$ cat src/rtl/fetch_pkg.sv
`default_nettype none
//------------------------------------------------------------------------------
// Module  : fetch_pkg
// Purpose : Shared types, default constants and helpers for the fetch stage.
// Rev     : 1.0  initial release
//------------------------------------------------------------------------------
package fetch_pkg;

    typedef enum logic [1:0] {
        BOOT = 2'd0,
        RUN  = 2'd1,
        HALT = 2'd2
    } fetch_state_t;

    typedef enum logic [1:0] {
        RD_NONE = 2'd0,
        RD_TRAP = 2'd1,
        RD_MRET = 2'd2,
        RD_BR   = 2'd3
    } rd_cause_t;

    localparam logic [31:0] C_NOP_INSTR = 32'h0000_0013;
    localparam logic [31:0] C_RESET_PC  = 32'h0000_0000;

    function automatic logic [31:0] align_word(input logic [31:0] a);
        return {a[31:2], 2'b00};
    endfunction

endpackage

`default_nettype wire

$ cat src/rtl/next_pc_sel.sv
`default_nettype none
//------------------------------------------------------------------------------
// Module  : next_pc_sel
// Purpose : Combinational next-PC priority mux (trap > mret > branch > stall).
// Rev     : 1.0  initial release
//------------------------------------------------------------------------------
module next_pc_sel
    import fetch_pkg::*;
(
    input  logic [31:0] i_pc,
    input  logic        i_stall,
    input  logic        i_trap_take,
    input  logic [31:0] i_trap_vec,
    input  logic        i_mret,
    input  logic [31:0] i_mepc,
    input  logic        i_br_taken,
    input  logic [31:0] i_br_target,
    output logic [31:0] o_next_pc,
    output logic        o_flush,
    output rd_cause_t   o_cause
);

    logic [31:0] w_target;

    always_comb begin
        o_cause  = RD_NONE;
        w_target = i_pc;
        if (i_trap_take) begin
            o_cause  = RD_TRAP;
            w_target = i_trap_vec;
        end else if (i_mret) begin
            o_cause  = RD_MRET;
            w_target = i_mepc;
        end else if (i_br_taken) begin
            o_cause  = RD_BR;
            w_target = i_br_target;
        end
        o_flush = (o_cause != RD_NONE);
        // A redirect always beats stall; otherwise stall freezes the PC.
        if (o_flush)
            o_next_pc = align_word(w_target);
        else if (i_stall)
            o_next_pc = i_pc;
        else
            o_next_pc = i_pc + 32'd4;
    end

endmodule

`default_nettype wire

$ cat src/rtl/fetch_unit.sv
`default_nettype none
//------------------------------------------------------------------------------
// Module  : fetch_unit
// Purpose : Instruction fetch stage: PC, IF/ID register, BOOT/RUN/HALT FSM.
//           Optional misaligned-redirect check under FETCH_MISALIGN_CHK_EN.
// Rev     : 1.0  initial release
//------------------------------------------------------------------------------
module fetch_unit
    import fetch_pkg::*;
#(
    parameter logic [31:0] RESET_PC  = C_RESET_PC,
    parameter logic [31:0] NOP_INSTR = C_NOP_INSTR
) (
    input  logic        clk,
    input  logic        rst,
    output logic [31:0] imem_addr,
    input  logic [31:0] imem_rdata,
    input  logic        stall_i,
    input  logic        br_taken_i,
    input  logic [31:0] br_target_i,
    input  logic        trap_take_i,
    input  logic [31:0] trap_vec_i,
    input  logic        mret_i,
    input  logic [31:0] mepc_i,
    input  logic        halt_req_i,
    input  logic        irq_pending_i,
    output logic [31:0] id_instr_o,
    output logic [31:0] id_pc_o,
    output logic        id_valid_o,
    output logic [1:0]  fetch_state_o
`ifdef FETCH_MISALIGN_CHK_EN
    ,
    output logic        fetch_misalign_o,
    output logic [31:0] fetch_bad_addr_o
`endif
);

    logic [31:0]  r_pc;
    fetch_state_t r_state;
    logic [31:0]  w_next_pc;
    logic         w_flush;
    rd_cause_t    w_cause;
    logic         w_misalign;
    logic         w_locked;

    assign imem_addr     = r_pc;
    assign fetch_state_o = r_state;

    next_pc_sel u_next_pc_sel (
        .i_pc        (r_pc),
        .i_stall     (stall_i),
        .i_trap_take (trap_take_i),
        .i_trap_vec  (trap_vec_i),
        .i_mret      (mret_i),
        .i_mepc      (mepc_i),
        .i_br_taken  (br_taken_i),
        .i_br_target (br_target_i),
        .o_next_pc   (w_next_pc),
        .o_flush     (w_flush),
        .o_cause     (w_cause)
    );

`ifdef FETCH_MISALIGN_CHK_EN
    logic [31:0] w_raw_target;
    logic        r_mis_lock;

    always_comb begin
        case (w_cause)
            RD_TRAP: w_raw_target = trap_vec_i;
            RD_MRET: w_raw_target = mepc_i;
            default: w_raw_target = br_target_i;
        endcase
    end

    assign w_misalign = w_flush && (w_raw_target[1:0] != 2'b00);
    assign w_locked   = r_mis_lock;

    // After a misaligned redirect the stage keeps flushing until a trap lands.
    always_ff @(posedge clk) begin
        if (rst) begin
            fetch_misalign_o <= 1'b0;
            fetch_bad_addr_o <= 32'd0;
            r_mis_lock       <= 1'b0;
        end else begin
            fetch_misalign_o <= 1'b0;
            if (r_state == RUN) begin
                if (w_misalign) begin
                    fetch_misalign_o <= 1'b1;
                    fetch_bad_addr_o <= w_raw_target;
                    r_mis_lock       <= 1'b1;
                end else if (trap_take_i) begin
                    r_mis_lock       <= 1'b0;
                end
            end
        end
    end
`else
    assign w_misalign = 1'b0;
    assign w_locked   = 1'b0;
`endif

    always_ff @(posedge clk) begin
        if (rst) begin
            r_pc       <= RESET_PC;
            r_state    <= BOOT;
            id_instr_o <= NOP_INSTR;
            id_pc_o    <= 32'd0;
            id_valid_o <= 1'b0;
        end else begin
            case (r_state)
                BOOT: begin
                    id_instr_o <= NOP_INSTR;
                    id_valid_o <= 1'b0;
                    r_state    <= RUN;
                end
                RUN: begin
                    if (w_misalign) begin
                        id_instr_o <= NOP_INSTR;
                        id_valid_o <= 1'b0;
                    end else if (w_flush) begin
                        r_pc       <= w_next_pc;
                        id_instr_o <= NOP_INSTR;
                        id_valid_o <= 1'b0;
                    end else if (w_locked) begin
                        id_instr_o <= NOP_INSTR;
                        id_valid_o <= 1'b0;
                    end else if (stall_i) begin
                        r_pc <= r_pc;
                    end else if (halt_req_i) begin
                        r_pc       <= w_next_pc;
                        id_instr_o <= NOP_INSTR;
                        id_valid_o <= 1'b0;
                        r_state    <= HALT;
                    end else begin
                        r_pc       <= w_next_pc;
                        id_instr_o <= imem_rdata;
                        id_pc_o    <= r_pc;
                        id_valid_o <= 1'b1;
                    end
                end
                HALT: begin
                    id_instr_o <= NOP_INSTR;
                    id_valid_o <= 1'b0;
                    if (trap_take_i) begin
                        r_pc    <= align_word(trap_vec_i);
                        r_state <= RUN;
                    end else if (irq_pending_i) begin
                        r_state <= RUN;
                    end
                end
                default: r_state <= BOOT;
            endcase
        end
    end

endmodule

`default_nettype wire
$ cat config.mk
export PLATFORM = sky130hd
export DESIGN_NAME = fetch_unit
export DESIGN_NICKNAME = d
export VERILOG_FILES = /design/src/rtl/fetch_pkg.sv /design/src/rtl/next_pc_sel.sv /design/src/rtl/fetch_unit.sv
export SDC_FILE = /design/constraint.sdc
export NUM_CORES = 1
export LEC_CHECK = 0
export CORE_ASPECT_RATIO = 0.7
export CORE_MARGIN = 2
export CORE_UTILIZATION = 40
export DETAILED_ROUTE_END_ITERATION = 7
export PLACE_DENSITY = 0.75
export SETUP_SLACK_MARGIN = 0.3
export SYNTH_ARGS = -nofsm -noshare
export SYNTH_HDL_FRONTEND = slang
export SYNTH_HIERARCHICAL = 1
export SYNTH_SLANG_ARGS = --single-unit
$ cat constraint.sdc
create_clock -name clk -period 3.2 [get_ports clk]
set_input_delay 0.8 -clock clk [delete_from_list [all_inputs] [get_ports clk]]
set_output_delay 0.8 -clock clk [all_outputs]
set_load 0.02 [all_outputs]
Yosys cells after proc, flatten, opt, wreduce, memory -nomap -nowiden
Index checks and enable logic that the tools add are counted.
W data, S select, Z words.
{"block": "classes", "reduce_logical": 9, "mux": 25, "eq_ne": 8, "add_sub_neg": 1, "bitwise": 3}
{"op": "$mux W32", "n": 10}
{"op": "$pmux W32 S2", "n": 2}
{"op": "$add A32 B3 Y32 const B", "n": 1}
{"op": "$mux W2", "n": 8}
{"op": "$ne A2 B2 Y1 const B", "n": 4}
{"op": "$reduce_and A4 Y1", "n": 2}
{"op": "$pmux W2 S3", "n": 1}
{"op": "$reduce_bool A2 Y1", "n": 3}
{"op": "$mux W1", "n": 3}
{"op": "$ne A3 B2 Y1 const B", "n": 1}
{"op": "$ne A3 B3 Y1 const B", "n": 1}
{"op": "$not A1 Y1", "n": 3}
{"op": "$reduce_and A3 Y1", "n": 1}
{"op": "$eq A2 B1 Y1 const B", "n": 1}
{"op": "$eq A2 B2 Y1 const B", "n": 1}
{"op": "$logic_not A2 Y1", "n": 1}
{"op": "$pmux W1 S2", "n": 1}
{"op": "$reduce_and A2 Y1", "n": 1}
{"op": "$reduce_or A2 Y1", "n": 1}
{"block": "word_totals", "register_bits": 99, "out_inout_bits": 99, "inputBits": 136, "word_cells": 51}

Logic depth before layout (Yosys ltp)
{"block": "depth", "word_depth": 8, "ltp_mapped": 10, "depth_no_buf": 7}

Cells and area by module
The synthesis kept the hierarchy.
{"mod": "fetch_unit", "n_inst": 1, "cells_per_inst": 413, "seq_area_each_um2": 1981.9, "area_per_inst_um2": 4172.8}
{"mod": "next_pc_sel", "n_inst": 1, "cells_per_inst": 261, "seq_area_each_um2": 0.0, "area_per_inst_um2": 1646.6}

Worst setup path before layout
No wires, ideal clock.
{"block": "synth_timing", "path_type": "in2reg", "from": "input br_taken_i", "to": "register r_pc[4] (netlist: imem_addr[4])", "setup_slack_ps": 307, "cell_stages": 10, "required_ps": 3114, "setup_time_ps": 86, "path_buffers": 4, "arrival_ps": 2808, "path_cell_list": "clkbuf_1 nor3_1 inv_1 clkbuf_1 clkbuf_1 nor2b_1 o2bb2ai_2 buf_2 nor2_1 a211oi_1"}
{"block": "synth_between", "elab_chain_cells": 8, "word_cells_on_any_way": 13, "cone_classes": "eq/ne (1); mux (10); reduce/logical (2)"}
{"element": "start, declared", "line": "fetch_unit.sv:19", "rtl": "input logic br_taken_i,"}
{"element": "$mux W2 (*)", "line": "next_pc_sel.sv:34", "rtl": "end else if (i_br_taken) begin"}
{"element": "$mux W2 (*)", "line": "next_pc_sel.sv:31", "rtl": "end else if (i_mret) begin"}
{"element": "$mux W2 (*)", "line": "next_pc_sel.sv:28", "rtl": "if (i_trap_take) begin"}
{"element": "$reduce_bool A2 Y1 (*)", "line": "next_pc_sel.sv:38", "rtl": "o_flush = (o_cause != RD_NONE);"}
{"element": "via w_flush", "line": "fetch_unit.sv:41", "rtl": "logic w_flush;"}
{"element": "$mux W32", "line": "next_pc_sel.sv:40", "rtl": "if (o_flush)"}
{"element": "$mux W32", "line": "fetch_unit.sv:127", "rtl": "end else if (stall_i) begin"}
{"element": "$mux W32", "line": "fetch_unit.sv:120", "rtl": "end else if (w_flush) begin"}
{"element": "$pmux W32 S2", "line": "fetch_unit.sv:110", "rtl": "case (r_state)"}
{"element": "end signal, assigned", "line": "fetch_unit.sv:121", "rtl": "r_pc <= w_next_pc;"}
{"element": "end signal, assigned", "line": "fetch_unit.sv:128", "rtl": "r_pc <= r_pc;"}
{"element": "end signal, assigned", "line": "fetch_unit.sv:130", "rtl": "r_pc <= w_next_pc;"}
{"element": "end, declared", "line": "fetch_unit.sv:38", "rtl": "logic [31:0] r_pc;"}
Mark *: on every way through the listed nets, which the timed path passes. The rest lies on a longest branch. The select of a mux whose other input is x is not followed.
A chain may end at the register's enable or synchronous reset.

Worst setup path after layout
{"block": "layout_timing", "from": "input stall_i", "to": "register r_pc[28] (netlist: imem_addr[28])"}
{"block": "layout_between", "elab_chain_cells": 2}
{"element": "start, declared", "line": "fetch_unit.sv:18", "rtl": "input logic stall_i,"}
{"element": "$ne A3 B2 Y1 (no line)"}
{"element": "$reduce_and A3 Y1 (no line)"}
No other way between the ends.

==> reports/results.tsv <==
metric	value	unit
status	finished clean	
layout_common_cells	clkdlybuf4s50_1, dfxtp_1, nand2_1, nor2_1, mux2i_1	
gp_congestion	0.821	
grt_use_total	23.1	%
core	14100	um2
worst_hold_slack	0.456	ns
path_max_fanout	9	
n_antenna_cell	0	
worstSkewPairLatency	0.35	ns
cp-start-kind	input pin	
period_needed	2.77	ns
r2r_slack	0.80	ns
rsz0062_at_grt	no	
drcViolationCount	0	
numClockSinks	99	
avgSynthCellArea	8.66	um2
hp-class	register to register	
initial_core_util	41.3	%
min_from	id_pc_o[20]	
dp_slack	-0.105	ns
slew_headroom	61.2	%
mappedNetlistArea	5810	um2
clk_path_buf_depth	2	
slew_viol_final	0	
cts_tree	done	
wire_per_inst	17.1	um
via_count	5691	
fp.dieW	148	um
setup_tns	0	ns
postCtsHoldBufs	0	
cts_buffers	9	
worstPathArrival	2.98	ns
syn_inst	671	
use_met1	32.6	%
fin_crit_sh	86.7	%
yosysWarnings	6	
antenna_found_initial	0	
root_buffer	clkbuf_16	
hold_end	id_pc_o[20]	
die_h	105	um
hpwl	13500	um
fmaxAchievable	361	MHz
gr-usage-met3	5.76	%
criticalPathCategory	input pin to register	
grt_pass1_wl	28800	um
drt_pass1_iterations	5	
leakage	2.89	nW
worstMarginPinSlew	0.582	ns
cap_viol_max_count	0	
rr_endpoint	imem_addr[28]	
fin_total_pwr	0.00316	W
wl	18500	um
hold_viol_final	0	
nets	1022	
layout_setup_ws	0.427	ns
drt-initial-drc-count	293	
synth_nets	808	
endpoint_kind	register	
hold_depth	2	
clkTransAtPathRegs	0.06	ns
grt_max_degree	61	
grt_overflow	0	
rows	36	
grt_pass1_vias	5262	
htreeDepth	3	
fin_skew	0.0102	ns
grt.busiest_layer	met2	
r2r_cells	7	
layout_commonest_cell	clkdlybuf4s50_1	
post-cts-setup-buffers	0	
final_core_util	60.9	%
ir_drop	0.328	mV
power_density	370	nW/um2
crit_required	3.41	ns
place.port_buffers	228	
area_growth	47.3	%
regToRegStartpoint	imem_addr[7]	
drive_gt1_share	17.5	%
via_per_inst	5.27	
drt.antenna.violating_nets	0	
setup_violations	0	
io_pins	235	
die_area	15500	um2
met2_usage	35.7	%
[sequential cells by signal (all words and copies together) (netlist names)]
name / cells
id_instr_o: 32
id_pc_o: 32
id_valid_o: 1
imem_addr: 32
fetch_state_o: 2
[worst max path at each step]
stage,from,end,slack (ns)
6_report,stall_i,imem_addr[28],0.43
5_1_grt,stall_i,imem_addr[30],0.35
4_1_cts,stall_i,imem_addr[28],0.33
3_5_place_dp,stall_i,imem_addr[28],-0.10
3_3_place_gp,stall_i,imem_addr[24],-0.09
2_1_floorplan,br_taken_i,imem_addr[4],0.31
[metal layers]
layer | wire (um) | share of wire [%]
met5 | 0 | 0
met4 | 163 | 0.88
met3 | 1340 | 7.2
met2 | 8200 | 44
met1 | 8750 | 47
[power breakdown]
group / leakage [nW] / switching [W] / internal (W) / total (W)
logic: 1.96 / 0.000381 / 0.000408 / 0.000790
registers: 0.805 / 0.0000883 / 0.00128 / 0.00137
clock network: 0.126 / 0.000476 / 0.000524 / 0.00100
total: 2.89 / 0.000945 / 0.00222 / 0.00316
[per-stage QoR]
| step | cells | cell area [um2] |
|---|---|---|
| final | 1079 | 8550 |
| after global routing | 1079 | 8550 |
| after CTS | 1079 | 8550 |
| after detailed placement | 1064 | 8290 |
| after global placement | 1064 | 8290 |
| after floorplan | 671 | 5810 |
[critical path, cell delays in order]
cell and delay [ns]:
clkdlybuf4s50_1 0.39, buf_4 0.17, nand4b_2 0.22, or4_4 0.47
buf_4 0.18, o31a_1 0.28, o31a_1 0.23, mux2i_1 0.13
a211oi_1 0.09
[area by class of cell]
type,instances,area (um2)
clock inverter,4,26.3
fill,1305,5500
tap,190,238
inverter,4,15.0
sequential,99,1980
timing repair buffer,259,2570
multi-input combinational,512,3480
clock buffer,11,233
[what timing repair did]
action,CTS,global route
resized for setup,2,0
endpoints found under the setup margin,6,7
pin swaps,0,2
Note: power is estimated with default switching activity, not from simulation.
